===== src/rtl/mux_collect_8_1.sv =====
// 8-to-1 round-robin collector: merges eight request lanes onto one registered
// valid/ready output stream, tagging each word with its lane index and acking the lane.
module mux_collect_8_1 #(
  parameter int DATA_W = 1
) (
  input  logic                clk,
  input  logic                rst_n,
  input  logic [7:0]          req,
  input  logic [8*DATA_W-1:0] din,
  input  logic                out_ready,
  output logic                out_valid,
  output logic [DATA_W-1:0]   out_data,
  output logic [2:0]          out_sel,
  output logic [7:0]          ack
);

  logic [2:0]        ptr;
  logic [2:0]        idx;
  logic [2:0]        grant_idx;
  logic              found;
  logic              free;
  logic [DATA_W-1:0] grant_data;

  assign free = !out_valid || out_ready;

  // First requesting lane found scanning upward from ptr, wrapping mod 8.
  always_comb begin
    found     = 1'b0;
    grant_idx = 3'd0;
    idx       = 3'd0;
    for (int i = 0; i < 8; i++) begin
      idx = ptr + 3'(i);
      if (!found && req[idx]) begin
        found     = 1'b1;
        grant_idx = idx;
      end
    end
  end

  assign grant_data = din[grant_idx*DATA_W +: DATA_W];

  always_ff @(posedge clk or negedge rst_n) begin
    if (!rst_n) begin
      out_valid <= 1'b0;
      out_data  <= '0;
      out_sel   <= 3'd0;
      ack       <= 8'h00;
      ptr       <= 3'd0;
    end else if (free) begin
      if (found) begin
        out_valid <= 1'b1;
        out_data  <= grant_data;
        out_sel   <= grant_idx;
        ack       <= 8'h01 << grant_idx;
        ptr       <= grant_idx + 3'd1;
      end else begin
        out_valid <= 1'b0;
        ack       <= 8'h00;
      end
    end else begin
      // Stalled: hold the presented word, capture nothing.
      ack <= 8'h00;
    end
  end

endmodule


===== config.mk =====
export PLATFORM = sky130hd
export DESIGN_NAME = mux_collect_8_1
export DESIGN_NICKNAME = d
export VERILOG_FILES = /design/src/rtl/mux_collect_8_1.sv
export SDC_FILE = /design/constraint.sdc
export NUM_CORES = 1
export LEC_CHECK = 0
export ABC_AREA = 1
export BUFFER_PORTS_ARGS = -buffer_cell sky130_fd_sc_hd__buf_2
export CORE_MARGIN = 2
export CORE_UTILIZATION = 54
export DETAILED_ROUTE_END_ITERATION = 6
export PLACE_DENSITY = 0.8
export SLEW_MARGIN = 10
export SYNTH_ARGS = -nofsm -noshare
export SYNTH_HDL_FRONTEND = slang
export SYNTH_SLANG_ARGS = --single-unit

===== constraint.sdc =====
create_clock -name clk -period 3.1 [get_ports clk]
set_input_delay 0.62 -clock clk [delete_from_list [all_inputs] [get_ports clk]]
set_output_delay 0.62 -clock clk [all_outputs]
set_load 0.02 [all_outputs]

==> reports/metrics.csv, run 1 <==
stage,metric,value,unit
floorplanning,Die Area,3201,µm²
timing,Max Freq,346.9,MHz
timing,clk_skew,0.0006170,ns
place,DP HPWL,2.705,mm
setup_path,critical path class,register to register,
clock_tree,worst-skew pair later-pin latency,0.28,ns
finish,synthesis-to-layout area growth,13.41,%
synthesis,post-synth top area share,26.82,%
global_routing,GRT overflow,0,
floorplanning,Die H,56.58,µm
place,gpl congestion,0.9968,
timing,Fin. Hold Viols,0,
setup_path,Critical Path RT,3.27,ns
setup_path,crit end category,register,
floorplanning,Die X,56.58,µm
timing,relative slew slack,66.55,%
clock_tree,Root Driver,clkbuf_4,
timing,Hold WS,0.2336,ns
setup_path,CP Cell Sequence,buf_4 > ha_1 > xor2_1 > nor2_1 > o21bai_4 > nor3_4 > nand3_1 > nor2_2 > nor2_4 > nor2_1 > ha_1 > nand2_1 > o21ai_0,
synthesis,Post-Syn Area,1493,µm²
routing,highest routed layer,met4,
routing,Routed met2 length,1.491,mm
floorplanning,Core Area,2686,µm²
synthesis,synth top area cells,"dfrtp_1 (27%), nand2_1 (15%), nand3_1 (9.7%)",
routing,wl on met1,1.465,mm
routing,WL/cell,12.40,µm
synthesis,Syn Area/Cell,7.317,µm²
synthesis,"Seq/Total Area, Yosys",26.82,%
synthesis,synth warn,0,
global_routing,largest net degree at the start of global routing,17,
floorplanning,I/O Pins,32,
clock_tree,Clock transition at path regs,0.08,ns
run,Max-Cap Viols,0,
synthesis,synth unique cells,32,
setup_path,"Slowest-stage cell, CP",xor2_1,
routing,vias post-DR,1493,
timing,max-slew violation count,0,
global_routing,vias in the first global route,1331,
routing,post-DR vias/cell,5.571,
floorplanning,site row count,19,
finish,# fillers,248,
timing,setup TNS,0,ns
finish,Final nets,261,
clock_tree,deepest clock path buffer count,2,
clock_tree,total CTS buffers,3,
finish,share of layout cells above drive strength 1,32.07,%
routing,met3 WL post-DR,307,µm
outcome,status,"finished, final reports clean",
synthesis,Synth Instances,204,
clock_tree,H-Tree Depth,1,
timing,# setup viols final,0,
floorplanning,Starting Density,55.57,%
routing,DRT Pass-1 Iters,4,
timing,Tightest Pin Transition,0.5000,ns
finish,design area,1693,µm²
timing,period utilization,92.98,%
finish,n_diodes,0,
setup_path,"Arr. time, crit path",3.05,ns
global_routing,GRT Total Usage,22.98,%
routing,Detail Route Antenna Nets,0,
routing,# DRC,0,
setup_path,crit path launch type,register,
setup_path,RR Startpoint,ptr[0],
synthesis,number of synthesized register bits,16,
global_routing,initial antenna violation count,0,
timing,RSZ-0062 raised after global routing,no,
timing,Period minus WS final,2.882,ns
hold_path,worst hold path class,input pin to async pin,
global_routing,first-pass GRT wire length,5.782,mm
clock_tree,hold buffers post-CTS,0,
place,IO buf count,31,
setup_path,Critical Path Max Stage Delay,0.42,ns
place,placed inst area,1662,µm²
synthesis,Synthesized Nets,226,
synthesis,cell taking the most area after synthesis,dfrtp_1,
clock_tree,CTS tree,done,
setup_path,Critical Path Start,ptr[0],
routing,final wirelength,3.323,mm
setup_path,Critical Path Fanout Max,10,
clock_tree,Post CTS Setup Buffer Count,0,
routing,DR iter-0 viols,65,
clock_tree,clk sinks,16,
-- layout by cell type, fill, tap and decap left out, drive strengths merged --
cell type and n:
nand2 70, nand3 42, buf 35, nor2 22, inv 20, dfrtp 16, nand4 7, o21ai 6
nor3 4, ha 3, clkbuf 3, xor2 2, xnor2 2, a31oi 2, a21oi 1, o21bai 1
nand3b 1
-- through the flow --
stage | utilization [%] | setup slack, ns | instances
6_report | 63.02 | 0.2176 | 268
5_1_grt | 63.02 | 0.01947 | 268
4_1_cts | 62.69 | 0.2325 | 268
3_5_place_dp | 61.85 | 0.2458 | 265
3_3_place_gp | 61.85 | 0.2821 | 265
2_1_floorplan | - | 0.3208 | 204
-- cells in the mapped netlist (all sizes together) --
cell	instances
inv	20
ha	3
nand3	42
xor2	2
nor3	4
nand4	7
nor2	22
a31oi	2
buf	5
a21oi	1
nand2	70
xnor2	2
o21bai	1
o21ai	6
dfrtp	16
nand3b	1
-- routing by layer --
layer  vias to the layer above  global-route usage [%]
li1                        738                       -
met1                       671                   32.64
met5                         -                       0
met4                         0                   8.503
met2                        76                   34.88
met3                         8                   4.147
-- critical path: cells and delay by family, from the launching register on --
kind	cells	cell delay [ns]
simple gates	7	0.99
fa+ha+maj	2	0.47
xor+xnor	1	0.42
flops	1	0.41
compound gates	2	0.27
buf+inv	1	0.18
-- what timing repair did --
item                                    CTS  global route
endpoints found under the setup margin    0             1
resized for setup                         0             1
endpoints found under the hold margin     0             0
-- kinds of logic after synthesis --
logic type | share of synthesized area, %
and+or+nand+nor | 54.99
adders and majority gates | 2.515
DFF | 26.82
xor gates and xnor gates | 2.347
AOI/OAI and AO/OA | 4.442
buffers and inverters | 8.885
-- flip-flops by register name, indices dropped and copies added (netlist names) --
register and cells:
ack 8, out_valid 1, ptr 3, out_sel 3, out_data 1
-- path summary, 6_finish.rpt --
check / to / slack (ns) / depth (start not counted)
min in group clk: out_sel[2] / 0.50 / 2
max in group asynchronous: out_sel[0] / 2.62 / 1
worst min register to register: out_sel[2] / 0.50 / 2
worst min-delay path: ack[6] / 0.23 / 1
worst max register to register: ptr[2] / 0.22 / 13
worst max-delay path: ptr[2] / 0.22 / 13
-- area by class of cell --
cell class              instances  area (µm²)  area share (%)
well taps                      31       38.79           2.291
multi-input cells             163       968.4           57.21
flip-flops and latches         16       400.4           23.65
repair buffers                 35       185.2           10.94
inverters                      20       77.57           4.582
clock buffers                   3       22.52           1.330
Power of run 1 is left out: the tool's default activity adds up to more than one toggle a clock period on the data nets, which glitch-free logic cannot reach.
==> inputs of run 2 (changes only) <==
--- a/config.mk
+++ b/config.mk
@@ -10,7 +10,7 @@
 export CORE_MARGIN = 2
 export CORE_UTILIZATION = 54
 export DETAILED_ROUTE_END_ITERATION = 6
-export PLACE_DENSITY = 0.8
+export PLACE_DENSITY = 0.75
 export SLEW_MARGIN = 10
 export SYNTH_ARGS = -nofsm -noshare
 export SYNTH_HDL_FRONTEND = slang
==> run 2 against run 1 <==
Core utilization grew 0.47 points; non-clock buffer count grew 1; die area is the same; design area grew 0.74%; highest routed layer unchanged; sequential cell count is the same.
==> reports/metrics.csv, run 2 (synthesized netlist as in run 1, its figures left out) <==
stage,metric,value,unit
outcome,status,"finished, final reports clean",
floorplanning,Starting Density,55.57,%
run,Max-Cap Viols,0,
floorplanning,site row count,19,
clock_tree,Clock transition at path regs,0.09,ns
finish,final design utilization,63.48,%
clock_tree,H-Tree Depth,1,
floorplanning,Core Area,2686,µm²
place,DP HPWL,2.705,mm
finish,"most common cell after layout, fill and taps aside",nand2_1,
routing,wl on met1,1.407,mm
setup_path,crit end category,register,
timing,Fin. Hold Viols,0,
routing,# DRC,0,
place,gpl congestion,0.9164,
clock_tree,hold buffers post-CTS,0,
clock_tree,Post-CTS Resized,0,
finish,share of layout cells above drive strength 1,32.64,%
floorplanning,Die H,56.58,µm
global_routing,GRT Total Usage,22.14,%
setup_path,Critical Path Fanout Max,10,
floorplanning,Die X,56.58,µm
timing,Tightest Pin Transition,0.4857,ns
routing,WL/cell,12.08,µm
global_routing,initial antenna violation count,0,
timing,relative slew slack,67.39,%
clock_tree,CTS tree,done,
timing,# setup viols final,0,
routing,met3 WL post-DR,136,µm
timing,Hold WS,0.2289,ns
routing,post-DR vias/cell,5.370,
finish,# fillers,259,
setup_path,Critical Path RT,3.26,ns
timing,Max Freq,356.0,MHz
clock_tree,clk sinks,16,
setup_path,critical path class,register to register,
setup_path,crit path launch type,register,
timing,RSZ-0062 raised after global routing,no,
routing,vias post-DR,1450,
global_routing,vias in the first global route,1401,
timing,Period minus WS final,2.809,ns
routing,final wirelength,3.262,mm
timing,period utilization,90.61,%
finish,Storage cell area,400.4,µm²
clock_tree,Root Driver,clkbuf_4,
routing,Detail Route Antenna Nets,0,
hold_path,worst hold path class,input pin to async pin,
finish,Multi-input gate area,959.7,µm²
finish,n_diodes,0,
finish,top flop regs,"ack (8), out_sel (3), ptr (3)",
global_routing,first-pass GRT wire length,5.830,mm
timing,clk_skew,0.004939,ns
routing,DRT Pass-1 Iters,4,
global_routing,GRT overflow,0,
timing,max-slew violation count,0,
setup_path,"Arr. time, crit path",2.97,ns
finish,synthesis-to-layout area growth,14.25,%
floorplanning,I/O Pins,32,
clock_tree,deepest clock path buffer count,2,
routing,DR iter-0 viols,46,
place,IO buf count,31,
routing,highest routed layer,met4,
clock_tree,Post CTS Setup Buffer Count,0,
finish,number of flip-flops in the largest register,8,
clock_tree,total CTS buffers,3,
global_routing,largest net degree at the start of global routing,17,
finish,Final nets,262,
floorplanning,Die Area,3201,µm²
clock_tree,worst-skew pair later-pin latency,0.28,ns
routing,Routed met2 length,1.694,mm
timing,setup TNS,0,ns
finish,most frequent cells in the layout,"nand2_1 (58), buf_2 (31), nand3_1 (29), nor2_1 (19), dfrtp_1 (16)",
finish,Biggest register,ack,
[run 2: cell types whose count changed in the layout (fill, tap and decap cells not counted)]
cell,previous run,this run
nand4_2,0,1
buf_4,4,5
nand4_4,1,0
clkbuf_8,0,1
[run 2: worst paths after layout]
path | start | end | slack, ns | cells after the start
max in group asynchronous | rst_n | ack[0] | 2.62 | 1
max reg2reg | ptr[0] | ptr[2] | 0.29 | 17
min in group clk | out_sel[1] | out_sel[1] | 0.49 | 2
max | ptr[0] | ptr[2] | 0.29 | 17
min | rst_n | ack[7] | 0.23 | 1
min reg2reg | out_sel[1] | out_sel[1] | 0.49 | 2
[run 2: area by class of cell]
cell class                 count  area share (%)
sequential                    16           23.48
tap                           31           2.274
clock buffer                   4           2.128
timing repair buffer          36           11.30
inverter                      20           4.549
multi-input combinational    163           56.27
[run 2: metrics by stage]
step / instances / setup slack (ns) / area [µm²]
3_5_place_dp: 266 / 0.3064 / 1669
4_1_cts: 270 / 0.2776 / 1705
5_1_grt: 270 / 0.06909 / 1705
3_3_place_gp: 266 / 0.3391 / 1669
6_report: 270 / 0.2912 / 1705
2_1_floorplan: 204 / 0.3208 / 1493
[run 2: worst max-delay path, stage by stage, from the launching register on]
cell,delay (ns)
dfrtp_1,0.42
buf_4,0.19
ha_1,0.23
xnor2_1,0.42
nand3_2,0.15
nand2_4,0.14
nor2_8,0.05
nand4_1,0.12
nand2_1,0.07
nor2_1,0.08
nand2_1,0.07
nand2_2,0.12
nand2_4,0.09
inv_2,0.10
nor2_1,0.05
ha_1,0.26
nand2_1,0.06
o21ai_0,0.06
[run 2: metal layers]
metal / vias up / GRT usage (%)
met4: 0 / 4.762
met5: - / 0
met2: 38 / 40.86
met3: 4 / 1.382
li1: 738 / -
met1: 670 / 28.03
Power of run 2 is left out for the same reason.
==> inputs of run 3 (changes only) <==
--- a/config.mk
+++ b/config.mk
@@ -9,6 +9,8 @@
 export BUFFER_PORTS_ARGS = -buffer_cell sky130_fd_sc_hd__buf_2
 export CORE_MARGIN = 2
 export CORE_UTILIZATION = 54
+export CTS_BUF_LIST = sky130_fd_sc_hd__clkbuf_8
+export CTS_CLUSTER_SIZE = 28
 export DETAILED_ROUTE_END_ITERATION = 6
 export PLACE_DENSITY = 0.75
 export SLEW_MARGIN = 10
==> run 3 against run 2 <==
Global-route usage up 0.76 points; clock skew is 0.0025 ns lower; critical path depth stayed put; sequential cell count stayed put; hold slack improved by 0.031 ns; design area increased by 1.1%; maximum frequency up 0.12%; worst setup slack improved by 0.0034 ns; critical endpoint unchanged; highest routed layer unchanged.
==> reports/metrics.csv, run 3 (synthesized netlist as in run 1, its figures left out) <==
stage,metric,value,unit
outcome,status,"finished, final reports clean",
global_routing,vias in the first global route,1414,
timing,Period minus WS final,2.805,ns
clock_tree,hold buffers post-CTS,0,
timing,# setup viols final,0,
timing,relative slew slack,67.39,%
clock_tree,clk sinks,16,
routing,DR iter-0 viols,49,
global_routing,first-pass GRT wire length,5.899,mm
setup_path,"Arr. time, crit path",2.94,ns
timing,period utilization,90.50,%
floorplanning,I/O Pins,32,
setup_path,Critical Path RT,3.23,ns
clock_tree,Post-CTS Resized,0,
finish,Biggest register,ack,
routing,vias post-DR,1449,
global_routing,GRT Total Usage,22.90,%
finish,top flop regs,"ack (8), out_sel (3), ptr (3)",
clock_tree,Post CTS Setup Buffer Count,0,
clock_tree,Clock transition at path regs,0.06,ns
finish,Multi-input gate area,959.7,µm²
global_routing,initial antenna violation count,0,
setup_path,worst r2r dst,ptr[2],
routing,# DRC,0,
finish,most frequent cells in the layout,"nand2_1 (58), buf_2 (31), nand3_1 (29), nor2_1 (19), dfrtp_1 (16)",
timing,Fin. Hold Viols,0,
finish,number of flip-flops in the largest register,8,
clock_tree,Root Driver,clkbuf_8,
setup_path,r2r worst-path depth,17,
finish,final design utilization,64.18,%
setup_path,crit end category,register,
timing,clk_skew,0.002482,ns
floorplanning,Die Area,3201,µm²
clock_tree,CTS tree,done,
routing,post-DR vias/cell,5.367,
setup_path,Critical Path Fanout Max,10,
setup_path,r2r setup slk,0.29,ns
timing,Max Freq,356.5,MHz
place,IO buf count,31,
clock_tree,worst-skew pair later-pin latency,0.25,ns
timing,Tightest Pin Transition,0.4857,ns
finish,n_diodes,0,
finish,Storage cell area,400.4,µm²
place,gpl congestion,0.9164,
clock_tree,deepest clock path buffer count,2,
hold_path,worst hold path class,input pin to async pin,
run,Max-Cap Viols,0,
routing,final wirelength,3.293,mm
finish,# fillers,259,
finish,"most common cell after layout, fill and taps aside",nand2_1,
timing,max-slew violation count,0,
floorplanning,Die H,56.58,µm
timing,setup TNS,0,ns
clock_tree,H-Tree Depth,1,
global_routing,largest net degree at the start of global routing,17,
floorplanning,Die X,56.58,µm
place,DP HPWL,2.705,mm
finish,Final nets,262,
global_routing,GRT overflow,0,
floorplanning,Core Area,2686,µm²
clock_tree,total CTS buffers,3,
floorplanning,site row count,19,
routing,DRT Pass-1 Iters,4,
setup_path,critical path class,register to register,
timing,RSZ-0062 raised after global routing,no,
routing,Detail Route Antenna Nets,0,
setup_path,RR Startpoint,ptr[0],
finish,share of layout cells above drive strength 1,32.64,%
setup_path,crit path launch type,register,
finish,synthesis-to-layout area growth,15.51,%
routing,WL/cell,12.20,µm
floorplanning,Starting Density,55.57,%
==> run 3: worst max-delay path by stage <==
stage	endpoint	slack [ns]	startpoint	cells after the start
after floorplan	ptr[2]	0.32	ptr[0]	18
after global placement	ptr[2]	0.34	ptr[0]	17
after detailed placement	ptr[2]	0.31	ptr[0]	17
after CTS	ptr[2]	0.28	ptr[0]	17
after global routing	ptr[2]	0.07	ptr[0]	17
final	ptr[2]	0.29	ptr[0]	17
==> run 3: layout make-up <==
cell class                 count  share of cell area (%)
sequential                    16                   23.22
timing repair buffer          36                   11.18
inverter                      20                   4.499
tap                           31                   2.250
multi-input combinational    163                   55.66
clock buffer                   4                   3.193
==> run 3: stage by stage <==
step                      setup WS (ns)  instances  cell area, µm²  hold slack [ns]
after floorplan                  0.3208        204            1493           0.3244
after global placement           0.3391        266            1669           0.4629
after detailed placement         0.3064        266            1669           0.4810
after CTS                        0.2819        270            1724           0.2688
after global routing            0.07356        270            1724           0.2878
final                            0.2946        270            1724           0.2596
==> run 3: critical path, stage by stage, from the launching register on <==
cell and delay (ns):
dfrtp_1 0.41, buf_4 0.19, ha_1 0.23, xnor2_1 0.42, nand3_2 0.15, nand2_4 0.14
nor2_8 0.05, nand4_1 0.12, nand2_1 0.07, nor2_1 0.08, nand2_1 0.07, nand2_2 0.12
nand2_4 0.09, inv_2 0.10, nor2_1 0.05, ha_1 0.26, nand2_1 0.06, o21ai_0 0.07
==> run 3: per-layer routing <==
metal	wire length, µm	track usage, %	vias to the layer above	share of wire, %
li1	-	-	736	-
met1	1426	28.28	662	43
met2	1651	41.20	44	50
met3	156	2.074	7	4.7
met4	59	7.823	0	1.8
met5	0	0	-	0
Power of run 3 is left out for the same reason.
